[src/rtl/ialu_req_pkg.sv]
// ialu_req_pkg: IALU command encodings, widths and request FSM states shared by the EXU request controller.
package ialu_req_pkg;
   localparam int SCR1_XLEN             = 32;
   localparam int SCR1_IALU_CMD_WIDTH_E = 5;

   typedef enum logic [SCR1_IALU_CMD_WIDTH_E-1:0] {
      SCR1_IALU_CMD_NONE,
      SCR1_IALU_CMD_AND,
      SCR1_IALU_CMD_OR,
      SCR1_IALU_CMD_XOR,
      SCR1_IALU_CMD_ADD,
      SCR1_IALU_CMD_SUB,
      SCR1_IALU_CMD_SUB_LT,
      SCR1_IALU_CMD_SUB_LTU,
      SCR1_IALU_CMD_SUB_EQ,
      SCR1_IALU_CMD_SUB_NE,
      SCR1_IALU_CMD_SUB_GE,
      SCR1_IALU_CMD_SUB_GEU,
      SCR1_IALU_CMD_SLL,
      SCR1_IALU_CMD_SRL,
      SCR1_IALU_CMD_SRA,
      SCR1_IALU_CMD_MUL,
      SCR1_IALU_CMD_MULHU,
      SCR1_IALU_CMD_MULHSU,
      SCR1_IALU_CMD_MULH,
      SCR1_IALU_CMD_DIV,
      SCR1_IALU_CMD_DIVU,
      SCR1_IALU_CMD_REM,
      SCR1_IALU_CMD_REMU
   } type_scr1_ialu_cmd_sel_e;

   typedef enum logic [1:0] {ST_IDLE, ST_ISSUE, ST_RVM_WAIT, ST_RESP} ialu_req_state_e;

   function automatic logic ialu_cmd_is_rvm(input logic [SCR1_IALU_CMD_WIDTH_E-1:0] cmd);
      return cmd >= SCR1_IALU_CMD_MUL && cmd <= SCR1_IALU_CMD_REMU;
   endfunction
endpackage

[src/rtl/ialu_exu_req_ctrl.sv]
// ialu_exu_req_ctrl: single-outstanding EXU request initiator for the IALU, with MUL/DIV wait and timeout.
module ialu_exu_req_ctrl
   import ialu_req_pkg::*;
#(
   parameter int XLEN    = SCR1_XLEN,
   parameter int CMD_W   = SCR1_IALU_CMD_WIDTH_E,
   parameter int TAG_W   = 4,
   parameter int TIMEOUT = 64
) (
   input  logic             clk,
   input  logic             rst_n,
   input  logic             req_vld_i,
   output logic             req_rdy_o,
   input  logic [CMD_W-1:0] req_cmd_i,
   input  logic [XLEN-1:0]  req_op1_i,
   input  logic [XLEN-1:0]  req_op2_i,
   input  logic [TAG_W-1:0] req_tag_i,
   output logic [CMD_W-1:0] exu2ialu_cmd_o,
   output logic [XLEN-1:0]  exu2ialu_main_op1_o,
   output logic [XLEN-1:0]  exu2ialu_main_op2_o,
   output logic             exu2ialu_rvm_cmd_vd_o,
   input  logic [XLEN-1:0]  ialu2exu_main_res_i,
   input  logic             ialu2exu_cmp_res_i,
   input  logic             ialu2exu_rvm_res_rdy_i,
   output logic             rsp_vld_o,
   input  logic             rsp_rdy_i,
   output logic [XLEN-1:0]  rsp_res_o,
   output logic             rsp_cmp_o,
   output logic [TAG_W-1:0] rsp_tag_o,
   output logic             rsp_err_o
);
   localparam int               CNT_W    = (TIMEOUT == 0) ? 1 : $clog2(TIMEOUT + 1);
   localparam logic [CNT_W-1:0] CNT_LAST = CNT_W'((TIMEOUT == 0) ? 0 : TIMEOUT - 1);
   localparam logic [CMD_W-1:0] CMD_NONE = CMD_W'(SCR1_IALU_CMD_NONE);

   ialu_req_state_e  state;
   logic [CMD_W-1:0] cmd_q;
   logic [XLEN-1:0]  op1_q, op2_q, res_q;
   logic [TAG_W-1:0] tag_q;
   logic             cmp_q, err_q, rvm, busy;
   logic [CNT_W-1:0] cnt;

   assign rvm = ialu_cmd_is_rvm(SCR1_IALU_CMD_WIDTH_E'(cmd_q));

   always_ff @(posedge clk or negedge rst_n) begin
      if (!rst_n) begin
         state <= ST_IDLE;
         cmd_q <= CMD_NONE;
         op1_q <= '0;
         op2_q <= '0;
         tag_q <= '0;
         res_q <= '0;
         cmp_q <= 1'b0;
         err_q <= 1'b0;
         cnt   <= '0;
      end else begin
         case (state)
            ST_IDLE: if (req_vld_i) begin
               state <= ST_ISSUE;
               cmd_q <= req_cmd_i;
               op1_q <= req_op1_i;
               op2_q <= req_op2_i;
               tag_q <= req_tag_i;
            end
            ST_ISSUE: begin
               cnt <= '0;
               if (!rvm || ialu2exu_rvm_res_rdy_i) begin
                  state <= ST_RESP;
                  res_q <= ialu2exu_main_res_i;
                  cmp_q <= ialu2exu_cmp_res_i;
                  err_q <= 1'b0;
               end else begin
                  state <= ST_RVM_WAIT;
               end
            end
            ST_RVM_WAIT: begin
               cnt <= (cnt == '1) ? cnt : cnt + 1'b1;
               // a ready result takes priority over an expiring timeout
               if (ialu2exu_rvm_res_rdy_i) begin
                  state <= ST_RESP;
                  res_q <= ialu2exu_main_res_i;
                  cmp_q <= ialu2exu_cmp_res_i;
                  err_q <= 1'b0;
               end else if (TIMEOUT != 0 && cnt == CNT_LAST) begin
                  state <= ST_RESP;
                  res_q <= '0;
                  cmp_q <= 1'b0;
                  err_q <= 1'b1;
               end
            end
            ST_RESP: if (rsp_rdy_i) state <= ST_IDLE;
            default: state <= ST_IDLE;
         endcase
      end
   end

   always_comb begin
      busy                  = state == ST_ISSUE || state == ST_RVM_WAIT;
      req_rdy_o             = state == ST_IDLE;
      exu2ialu_cmd_o        = busy ? cmd_q : CMD_NONE;
      exu2ialu_main_op1_o   = op1_q;
      exu2ialu_main_op2_o   = op2_q;
      exu2ialu_rvm_cmd_vd_o = busy && rvm;
      rsp_vld_o             = state == ST_RESP;
      rsp_res_o             = res_q;
      rsp_cmp_o             = cmp_q;
      rsp_tag_o             = tag_q;
      rsp_err_o             = err_q;
   end
endmodule

[config.mk]
export PLATFORM = sky130hd
export DESIGN_NAME = ialu_exu_req_ctrl
export DESIGN_NICKNAME = d
export VERILOG_FILES = /design/src/rtl/ialu_req_pkg.sv /design/src/rtl/ialu_exu_req_ctrl.sv
export SDC_FILE = /design/constraint.sdc
export NUM_CORES = 1
export LEC_CHECK = 0
export BUFFER_PORTS_ARGS = -buffer_cell sky130_fd_sc_hd__buf_4
export CAP_MARGIN = 20
export CORE_AREA = 2 2 108 110
export DETAILED_ROUTE_END_ITERATION = 12
export DIE_AREA = 0 0 110 112
export GPL_TIMING_DRIVEN = 0
export PLACE_DENSITY = 0.77
export SLEW_MARGIN = 20
export SYNTH_ARGS = -nofsm -noshare
export SYNTH_HDL_FRONTEND = slang
export SYNTH_SLANG_ARGS = --single-unit
export TNS_END_PERCENT = 5
[constraint.sdc]
create_clock -name clk -period 1.7 [get_ports clk]
set_input_delay 0.085 -clock clk [delete_from_list [all_inputs] [get_ports clk]]
set_output_delay 0.085 -clock clk [all_outputs]
set_load 0.005 [all_outputs]
==> reports/qor.csv <==
metric,value,unit
detailed-route DRC error count,0,
hold_sp,ialu2exu_rvm_res_rdy_i,
total CTS buffers,17,
WL per Instance,18.9,um
hold crit path type,in2reg,
Setup WS post-layout,-116,ps
Netlist cell types,38,
"setup slack, reg-to-reg",-120,ps
"Area growth, synth to finish",90.3,%
Worst Hold Slack,106,ps
GRT overflow,0,
crit share post-route,107,%
Sw Ratio,30.3,%
Flop pwr share,30.9,%
VDD IR max,1.13,mV
Syn Nets,426,
Least-Margin Pin Slew,905,ps
Synth Instances,310,
vias in the first global route,4440,
power share of the clock group,22.2,%
Lkg Pwr,4.39,nW
io pins,221,
maximum buffer depth of the clock tree,2,
Routed WL,15700,um
CTS tree,yes,
fmax,0.551,GHz
cell internal pwr,11.4,mW
die width,110,um
die area,12300,sq um
ant diodes,0,
clk sinks,116,
Hold Fails Final Rpt,0,
Setup TNS,-2890,ps
Via Count,4164,
RR Endpoint,rsp_res_o[18],
Starting Density,41.2,%
remaining antenna violation count after routing,0,
FP Rows,39,
die height,112,um
post-synth top area cell,dfrtp_1,
failing checks,setup timing,
fin crit period,1820,ps
arrival time at the worst endpoint,2090,ps
clock skew,9.12,ps
Critical Path RT,1970,ps
Worst Setup Start Kind,flop,
Synth Warn #,0,
DRT iter0 DRCs,196,
First-pass DRT Iterations,4,
post-synthesis sequential area ratio,63.1,%
Port Buffer Count,220,
Final setup viols,35,
initial antenna violation count,0,
"most common cell after layout, fill and taps aside",buf_4,
vias per cell,5.02,
Skew-Pair Late Insertion Delay,400,ps
first-pass GRT wire length,22300,um
"Slew Viols, Final",0,
DP Worst Slack,-611,ps
placer congestion estimate,0.789,
All-Layer GR Usage,23.7,%
CP Capture Type,flop,
critical path class,reg2reg,
slew margin rel.,39.7,%
critical-path maximum fanout,8,
PD cells,1870,nW/um^2
Hold Crit Depth,4,
fin nets,790,
Hold Path Sink,state[0],
layout cells sized above 1,55.2,%
Reg2Reg Launch Point,cnt[0],
top cell type's share of synthesized area,63.1,%
Core Area,11200,sq um
H-tree depth,4,
Logic pwr share,46.8,%
largest net degree at the start of global routing,117,
synth top area cells,"dfrtp_1, mux2_2, a22o_1",
"commonest non-fill, non-tap cells in the layout","buf_4, dfrtp_1, dlygate4sd3_1, mux2_4, a22o_1",
status,finished with violations,
register bit total from synthesis,116,
Post-DP HPWL,8210,um
syn avg cell area,14.8,sq um
Net Switching,4.95,mW
unrepaired setup endpoints after global routing,true,
max_cap viols,0,
Worst-path clk slew,50,ps
R2R depth,7,
mapped cell area,4600,sq um
CTS root buffer,clkbuf_16,
==> Yosys cell counts <==
master,instances
ha_1,5
a31oi_1,2
and3_1,1
dfrtp_1,116
buf_6,3
inv_2,1
nor2b_1,2
nor4_4,1
a21o_1,1
o21ai_2,1
o21a_1,1
clkbuf_2,1
o32ai_2,1
o311ai_2,1
nor3_1,3
inv_1,6
xor2_1,2
mux2_2,73
nand3_2,1
mux2i_2,1
nand3_1,3
a21oi_1,8
buf_4,1
nand2b_1,1
o22ai_1,3
nor2_1,5
a31o_2,1
and2_1,5
a22o_1,29
a22o_2,4
o21ai_0,3
and2b_1,2
buf_2,9
mux2i_1,2
nand4_1,1
a41oi_1,1
nand2_1,7
clkbuf_1,2
==> power groups by stage <==
stage | clock [mW] | sequential, mW | combinational (mW)
6_report | 3.64 | 5.05 | 7.66
5_1_grt | 3.85 | 5.19 | 8.19
4_1_cts | 3.67 | 4.89 | 6.55
3_5_place_dp | 0 | 4.89 | 5.77
3_3_place_gp | 0 | 4.83 | 5.57
2_1_floorplan | 0 | 4.90 | 2.73
==> cells by family after synthesis <==
logic type	Yosys count	synth area share (%)
AOI/OAI and AO/OA	56	9.87
and+or+nand+nor	32	4.00
DFF	116	63.1
xor gates and xnor gates	2	0.381
adders and majority gates	5	1.36
buffers and inverters	23	2.72
muxes	76	18.6
==> worst max-delay path by stage <==
stage | startpoint | to | cells after the start
2_1_floorplan | state[0] | cmd_q[0] | 6
3_3_place_gp | state[0] | exu2ialu_main_op1_o[4] | 6
3_5_place_dp | state[0] | exu2ialu_main_op2_o[29] | 6
4_1_cts | state[0] | rsp_res_o[17] | 8
5_1_grt | state[0] | rsp_res_o[18] | 9
6_report | cnt[0] | rsp_res_o[18] | 7
==> sequential cells by signal (all words and copies together) (netlist names) <==
register and count:
cmd_q 5, cnt 7, exu2ialu_main_op1_o 32, exu2ialu_main_op2_o 32, rsp_cmp_o 1, rsp_err_o 1
rsp_res_o 32, rsp_tag_o 4, state 2
==> critical path, stage by stage (launching register included) <==
cell     delay (ps)
dfrtp_1         400
ha_4            180
nand2_4          90
nor4_4          360
o32ai_4         150
buf_12          160
buf_6           130
a22o_1          220
==> layout make-up <==
type | instances | area [sq um]
sequential | 116 | 2900
timing repair buffer | 345 | 2890
fill | 596 | 2420
multi-input combinational | 171 | 1900
clock buffer | 22 | 474
buffer | 16 | 250
tap | 143 | 179
clock inverter | 9 | 128
inverter | 7 | 33.8
==> metal layers <==
metal,routed length [um],global-route usage [%]
met4,431,11.5
met1,6230,26.5
met2,8030,41.3
met5,0,0
met3,1010,6.26
==> stage by stage <==
step | power [mW] | util, % | instances | area [sq um]
final | 16.4 | 78.4 | 829 | 8760
after global routing | 17.2 | 78.4 | 829 | 8760
after CTS | 15.1 | 75.0 | 824 | 8390
after floorplan | 7.63 | - | 310 | 4620
after global placement | 10.4 | 57.7 | 673 | 6450
after detailed placement | 10.7 | 57.7 | 673 | 6450
==> what timing repair did <==
item | in CTS | in global routing
hold buffers | 107 | 0
endpoints found under the setup margin | 114 | 111
buffers inserted | 12 | 4
gates resized for setup | 44 | 84
gates cloned | 1 | 1
hold endpoints to repair | 222 | 0
pin swaps | 31 | 6
Power figures use the tool's default switching activity.
